--- src/rtl/washer_pkg.sv ---
// Shared encodings for the washer plant interface: fault codes and motor FSM states.
package washer_pkg;

  localparam logic [1:0] FAULT_NONE    = 2'd0;
  localparam logic [1:0] FAULT_VALVE   = 2'd1;
  localparam logic [1:0] FAULT_MOTOR   = 2'd2;
  localparam logic [1:0] FAULT_FILL_TO = 2'd3;

  typedef enum logic [1:0] {
    M_IDLE = 2'd0,
    M_FWD  = 2'd1,
    M_REV  = 2'd2,
    M_DEAD = 2'd3
  } motor_state_t;

endpackage

--- src/rtl/washer_motor_fsm.sv ---
// Motor direction FSM with dead-time on reversal; outputs are registered with the state.
module washer_motor_fsm
  import washer_pkg::*;
#(
  parameter int DEADTIME = 3
) (
  input  logic clk,
  input  logic rst_n,
  input  logic fwd_req,
  input  logic rev_req,
  input  logic force_idle,
  output logic motor_fwd,
  output logic motor_rev
);

  localparam int CW = (DEADTIME > 1) ? $clog2(DEADTIME) : 1;
  localparam logic [CW-1:0] DEAD_LAST = CW'(DEADTIME - 1);

  motor_state_t  state;
  logic [CW-1:0] dcnt;
  logic          tgt_rev;
  logic          fwd_only, rev_only, nxt_tgt_rev, tgt_held;

  assign fwd_only    = fwd_req & ~rev_req;
  assign rev_only    = rev_req & ~fwd_req;
  // An exclusive request during dead-time retargets without touching the count.
  assign nxt_tgt_rev = rev_only ? 1'b1 : (fwd_only ? 1'b0 : tgt_rev);
  assign tgt_held    = nxt_tgt_rev ? rev_req : fwd_req;

  // State, dead-time count, target and drive outputs advance together.
  always_ff @(posedge clk or negedge rst_n) begin
    if (!rst_n) begin
      state     <= M_IDLE;
      dcnt      <= '0;
      tgt_rev   <= 1'b0;
      motor_fwd <= 1'b0;
      motor_rev <= 1'b0;
    end else if (force_idle) begin
      state     <= M_IDLE;
      dcnt      <= '0;
      motor_fwd <= 1'b0;
      motor_rev <= 1'b0;
    end else begin
      case (state)
        M_IDLE: begin
          if (fwd_only) begin
            state     <= M_FWD;
            motor_fwd <= 1'b1;
          end else if (rev_only) begin
            state     <= M_REV;
            motor_rev <= 1'b1;
          end
        end
        M_FWD: begin
          if (rev_only) begin
            state     <= M_DEAD;
            tgt_rev   <= 1'b1;
            dcnt      <= '0;
            motor_fwd <= 1'b0;
          end else if (!fwd_req) begin
            state     <= M_IDLE;
            motor_fwd <= 1'b0;
          end
        end
        M_REV: begin
          if (fwd_only) begin
            state     <= M_DEAD;
            tgt_rev   <= 1'b0;
            dcnt      <= '0;
            motor_rev <= 1'b0;
          end else if (!rev_req) begin
            state     <= M_IDLE;
            motor_rev <= 1'b0;
          end
        end
        M_DEAD: begin
          tgt_rev <= nxt_tgt_rev;
          if (dcnt == DEAD_LAST) begin
            dcnt <= '0;
            if (tgt_held) begin
              state     <= nxt_tgt_rev ? M_REV : M_FWD;
              motor_fwd <= ~nxt_tgt_rev;
              motor_rev <= nxt_tgt_rev;
            end else begin
              state <= M_IDLE;
            end
          end else begin
            dcnt <= dcnt + 1'b1;
          end
        end
        default: state <= M_IDLE;
      endcase
    end
  end

endmodule

--- src/rtl/washer_plant_if.sv ---
// Plant-side actuator interface: valve drives, saturating level model, fault latch, motor FSM.
module washer_plant_if
  import washer_pkg::*;
#(
  parameter int LEVEL_W      = 8,
  parameter int LEVEL_MAX    = 200,
  parameter int FILL_RATE    = 1,
  parameter int DRAIN_RATE   = 2,
  parameter int DEADTIME     = 3,
  parameter int FILL_TIMEOUT = 8
) (
  input  logic               clk,
  input  logic               rst_n,
  input  logic               ctrl_fill,
  input  logic               ctrl_release,
  input  logic               ctrl_forward,
  input  logic               ctrl_reverse,
  input  logic               clear_fault,
  output logic               valve_in,
  output logic               valve_out,
  output logic               motor_fwd,
  output logic               motor_rev,
  output logic [LEVEL_W-1:0] level,
  output logic               level_full,
  output logic               level_empty,
  output logic               fault,
  output logic [1:0]         fault_code
);

  localparam int TW = $clog2(FILL_TIMEOUT + 1);
  localparam logic [LEVEL_W:0]   MAX_X  = (LEVEL_W + 1)'(LEVEL_MAX);
  localparam logic [LEVEL_W-1:0] MAX_L  = LEVEL_W'(LEVEL_MAX);
  localparam logic [TW-1:0]      TO_LIM = TW'(FILL_TIMEOUT);

  logic [TW-1:0]      to_cnt, to_nxt;
  logic [LEVEL_W:0]   lvl_up, lvl_dn;
  logic [LEVEL_W-1:0] lvl_nxt;
  logic               to_run, det_valve, det_motor, det_to, det_any, frz, clr_ok;

  // One extra bit on the level arithmetic: overflow past LEVEL_MAX and borrow below 0 are both visible.
  assign lvl_up = {1'b0, level} + (LEVEL_W + 1)'(FILL_RATE);
  assign lvl_dn = {1'b0, level} - (LEVEL_W + 1)'(DRAIN_RATE);

  assign to_run    = ctrl_fill & level_full;
  assign to_nxt    = to_run ? to_cnt + 1'b1 : '0;
  assign det_valve = ctrl_fill & ctrl_release;
  assign det_motor = ctrl_forward & ctrl_reverse;
  assign det_to    = to_run & (to_nxt >= TO_LIM);
  assign det_any   = ~fault & (det_valve | det_motor | det_to);
  // Frozen while latched and on the detecting edge, so the plant stops as the fault appears.
  assign frz       = fault | det_any;
  // A clear only takes while nothing that could raise a fault is still asserted.
  assign clr_ok    = fault & clear_fault & ~det_valve & ~det_motor & ~to_run;

  // Next level from the currently open valve, saturating at both ends.
  always_comb begin
    lvl_nxt = level;
    if (!frz) begin
      if (valve_in)       lvl_nxt = (lvl_up > MAX_X) ? MAX_L : lvl_up[LEVEL_W-1:0];
      else if (valve_out) lvl_nxt = lvl_dn[LEVEL_W] ? '0 : lvl_dn[LEVEL_W-1:0];
    end
  end

  // Valve drives, level with its flags, timeout counter and fault latch.
  always_ff @(posedge clk or negedge rst_n) begin
    if (!rst_n) begin
      valve_in    <= 1'b0;
      valve_out   <= 1'b0;
      level       <= '0;
      level_full  <= 1'b0;
      level_empty <= 1'b1;
      fault       <= 1'b0;
      fault_code  <= FAULT_NONE;
      to_cnt      <= '0;
    end else begin
      valve_in    <= ~frz & ctrl_fill & ~ctrl_release & ~level_full;
      valve_out   <= ~frz & ctrl_release & ~ctrl_fill & ~level_empty;
      level       <= lvl_nxt;
      level_full  <= (lvl_nxt >= MAX_L);
      level_empty <= (lvl_nxt == '0);
      if (fault) begin
        if (clr_ok) begin
          fault      <= 1'b0;
          fault_code <= FAULT_NONE;
          to_cnt     <= '0;
        end
      end else begin
        to_cnt <= to_nxt;
        if (det_any) begin
          fault      <= 1'b1;
          fault_code <= det_valve ? FAULT_VALVE : (det_motor ? FAULT_MOTOR : FAULT_FILL_TO);
        end
      end
    end
  end

  washer_motor_fsm #(.DEADTIME(DEADTIME)) u_motor (
    .clk        (clk),
    .rst_n      (rst_n),
    .fwd_req    (ctrl_forward),
    .rev_req    (ctrl_reverse),
    .force_idle (frz),
    .motor_fwd  (motor_fwd),
    .motor_rev  (motor_rev)
  );

endmodule

--- config.mk ---
export PLATFORM = sky130hd
export DESIGN_NAME = washer_plant_if
export DESIGN_NICKNAME = d
export VERILOG_FILES = /design/src/rtl/washer_pkg.sv /design/src/rtl/washer_motor_fsm.sv /design/src/rtl/washer_plant_if.sv
export SDC_FILE = /design/constraint.sdc
export NUM_CORES = 1
export LEC_CHECK = 0
export ABC_AREA = 1
export CORE_AREA = 8 8 92 94
export DETAILED_ROUTE_END_ITERATION = 10
export DIE_AREA = 0 0 100 102
export GPL_ROUTABILITY_DRIVEN = 0
export PLACE_DENSITY = 0.47
export SLEW_MARGIN = 10
export SYNTH_ARGS = -nofsm -noshare
export SYNTH_HDL_FRONTEND = slang
export SYNTH_SLANG_ARGS = --single-unit
--- constraint.sdc ---
create_clock -name clk -period 3.8 [get_ports clk]
set_input_delay 0.38 -clock clk [delete_from_list [all_inputs] [get_ports clk]]
set_output_delay 0.38 -clock clk [all_outputs]
set_load 0.01 [all_outputs]
==> results.md <==
- Seq/Total Area, Yosys: 0.320
- Die Ht: slightly above 100 um
- Synth Area in XOR/XNOR: 0.00860
- Initial antenna violation count: 0
- Share of cells above drive strength 1: 0.0895
- Number of port buffers: 23
- I/O pin cnt: 24
- Pin count of the biggest net entering global routing: 27
- Min Tclk post-route: approximately 2.5 ns
- Post-CTS resize count: 0
- Setup ws final: around 1.3 ns
- Crit-path max cell delay: around 0.47 ns
- Crit path capture type: register
- Reg clk slew, reported paths: ~0.09 ns
- Final Total Pwr: approximately 1.1 mW
- # diodes: 0
- Clk sinks: 26
- Synth Cell Area: ~2000 um^2
- Crit path DAT: around 2.6 ns
- Hold-fix buffers, CTS: 0
- Cells after Synth: approximately 290
- Worst-Skew Late Latency: ~0.27 ns
- First-pass GRT wire length: between 8000 and 9000 um
- Final wirelength: around 5100 um
- Status: finished, final reports clean
- Core ar.: 7060 um^2
- Pleak: between 1 and 1.5 nW
- Initial core utilization: 0.288
- Tcrit/Tclk final: 0.647
- Setup Viol. Count Final: 0
- Crit path from: ctrl_forward
- Number of flops mapped to enable cells by yosys: 0
- Class of the worst hold path: in2async
- Critical Path Slowest Stage Cell: clkdlybuf4s50_1
- Cts bufs inserted: 3
- CP max FO: 20
- Post-Synth Simple-Gate Area: 0.376
- Avg Cell Area, Syn: roughly 7 um^2
- 1st-iter DRT viols: 56
- Setup fix buffers added after clock tree synthesis: 0
- Worst path top cell family by delay: buffers and inverters
- Critical Path, Cell by Cell: clkdlybuf4s50_1 > ha_1 > a21oi_1 > nand3_2 > inv_2 > nand2_1 > o21ai_0 > nor2_2 > nand2_1 > o21ai_0
- Setup Skew: slightly below 0.005 ns
- Via Count: around 1900
- # fillers: about 770
- Area of the multi-input gates: 1190 um^2
- Actual slew at the worst max-slew pin: 0.543 ns
- Via density: approximately 4.6
- Critical Setup Path Class: in2reg
- H-tree Lvls: 1
- DR WL/cell: between 10 and 15 um
- Mux cell area share after synthesis: 0.00553
- Adder-cell share of the synthesized area: 0.0860
- Clock root cell: clkbuf_8
- Relative slew slack: 0.635
- Total Neg Setup Slack: 0 ns
- DR DRC count: 0
- Max Cap Violations: 0
- Sequential Area: roughly 650 um^2
- Dpl ws: slightly above 1 ns
- RSZ-0062 raised after global routing: no
- CTS Buffer Depth: 2
- Most used DFF post-synth: dfrtp_1
- Power density over the cells: 471 nW/um^2
- Vias in the first global route: 1875
- Maximum clock frequency: a little over 400 MHz
- Worst hold slack: roughly 0.47 ns
- Worst reg2reg setup slack: about 1.8 ns
- CP required: around 4.0 ns
- Gr usage total: 0.105
- Flops & latches, synth: 26
- Crit path launch type: input port
- Buffers & Inverters on Critical Path: 2
- Compound-gate portion of the synthesized area: 0.109
- Final antenna-violating net count: 0
- Combinational family with the most area after synthesis: simple AND/OR/NAND/NOR gates
- Die W: around 100 um
- Critical R2R Launch: to_cnt[0]
- Max Transition Viols Final: 0
- VDD IR max: between 0.2 and 0.3 mV
- Full die area: between 10000 and 15000 um^2
- 1st-pass router iterations: 4
- CTS tree: done
- Final hold violations: 0
- Synth Warn #: 0
- Synthesized net count: ~310
- Detailed Place HPWL: slightly below 4000 um
- NumNets Final: approximately 340
- Synth cell types: 35
- FFs w/ async S/R, synth: 1.00
- P&R area growth vs syn: 18.7%
- Row count: 31
- Total grt overflow: 0
==> cell families (layout without fill, tap and decap cells) <==
logic type / Yosys count / after routing
adder cells (fa/ha/maj): 14 / 14
AND/OR/NAND/NOR: 169 / 169
multiplexers: 1 / 1
buffers and inverters: 44 / 66
AO/OA/AOI/OAI: 35 / 35
XOR/XNOR: 2 / 2
flip-flops: 26 / 26
==> state kept, by name, indices dropped and copies added, names as in the netlist <==
signal and count:
level 8, to_cnt 4, fault_code 2, u_motor.dcnt 2, u_motor.state 2, fault 1
level_empty 1, level_full 1, u_motor.motor_fwd 1, u_motor.motor_rev 1, u_motor.tgt_rev 1, valve_in 1
valve_out 1
==> power breakdown <==
group / switching, mW / internal, mW
registers: 0.0867 / 0.344
logic: 0.273 / 0.204
clock network: 0.0901 / 0.141
total: 0.450 / 0.689
==> area by class of cell <==
type	instances	share of cell area
Multi-Input combinational cell	221	0.492
Sequential cell	26	0.270
Clock buffer	3	0.0171
Inverter	38	0.0590
Clock inverter	1	0.0124
Timing Repair Buffer	24	0.0983
Tap cell	99	0.0512
==> cells in the mapped netlist, types with 2 or more instances <==
cell type,number,area share
nand3_2,3,0.015
nor2_1,31,0.057
buf_6,3,0.017
a32o_1,2,0.0098
inv_2,3,0.0055
o22ai_1,2,0.0061
nor2_4,2,0.011
nand2_2,4,0.012
a31oi_1,2,0.0061
a21oi_1,11,0.027
nor3_1,2,0.0049
nand2_1,81,0.15
inv_1,35,0.065
o21ai_0,8,0.020
ha_1,14,0.086
nand4_1,7,0.022
xor2_1,2,0.0086
o21ai_1,3,0.0074
nor2_2,5,0.015
dfrtp_1,25,0.31
buf_2,2,0.0049
a221oi_1,2,0.0086
nand3_1,30,0.074
==> worst reg2reg max path: cells and delay by family (launching register included) <==
| family | cells | cell delay, ns |
|---|---|---|
| simple gates | 7 | 0.86 |
| compound gates | 2 | 0.30 |
| flops | 1 | 0.43 |
| buf+inv | 1 | 0.30 |
==> path summary, 6_finish.rpt <==
| kind | cells past startpoint | to |
|---|---|---|
| worst max-delay path | 10 | u_motor.state[0] |
| worst min-delay path | 2 | fault_code[0] |
| worst max register to register | 10 | u_motor.state[0] |
| worst min register to register | 1 | valve_in |
| max in group asynchronous | 2 | level_empty |
| min in group clk | 1 | valve_in |
==> routing by layer <==
layer,vias up,global-route usage,share of wire
met1,858,0.131,0.47
met4,0,0.0279,0.010
met5,-,0,0
met3,5,0.0191,0.046
li1,990,-,-
met2,40,0.183,0.47
==> metrics by stage <==
step           cells  instance area (um^2)  utilization
4_1_cts          412                  2420        0.342
3_3_place_gp     408                  2350        0.332
6_report         412                  2420        0.342
3_5_place_dp     408                  2350        0.332
5_1_grt          412                  2420        0.342
2_1_floorplan    291                  2040            -
==> cells in the final DEF (no fill, tap or decap), types with 3 or more instances in the layout <==
cell	synthesis	routed
nand2_1	81	81
o21ai_1	3	3
clkbuf_8	0	3
nor2_2	5	5
nand3_2	3	3
a21oi_1	11	11
dfrtp_1	25	25
inv_1	35	35
nand4_1	7	7
clkdlybuf4s50_1	0	23
nand2_2	4	4
inv_2	3	3
ha_1	14	14
nand3_1	30	30
nor2_1	31	31
o21ai_0	8	8
Note: power is estimated with default switching activity, not from simulation.
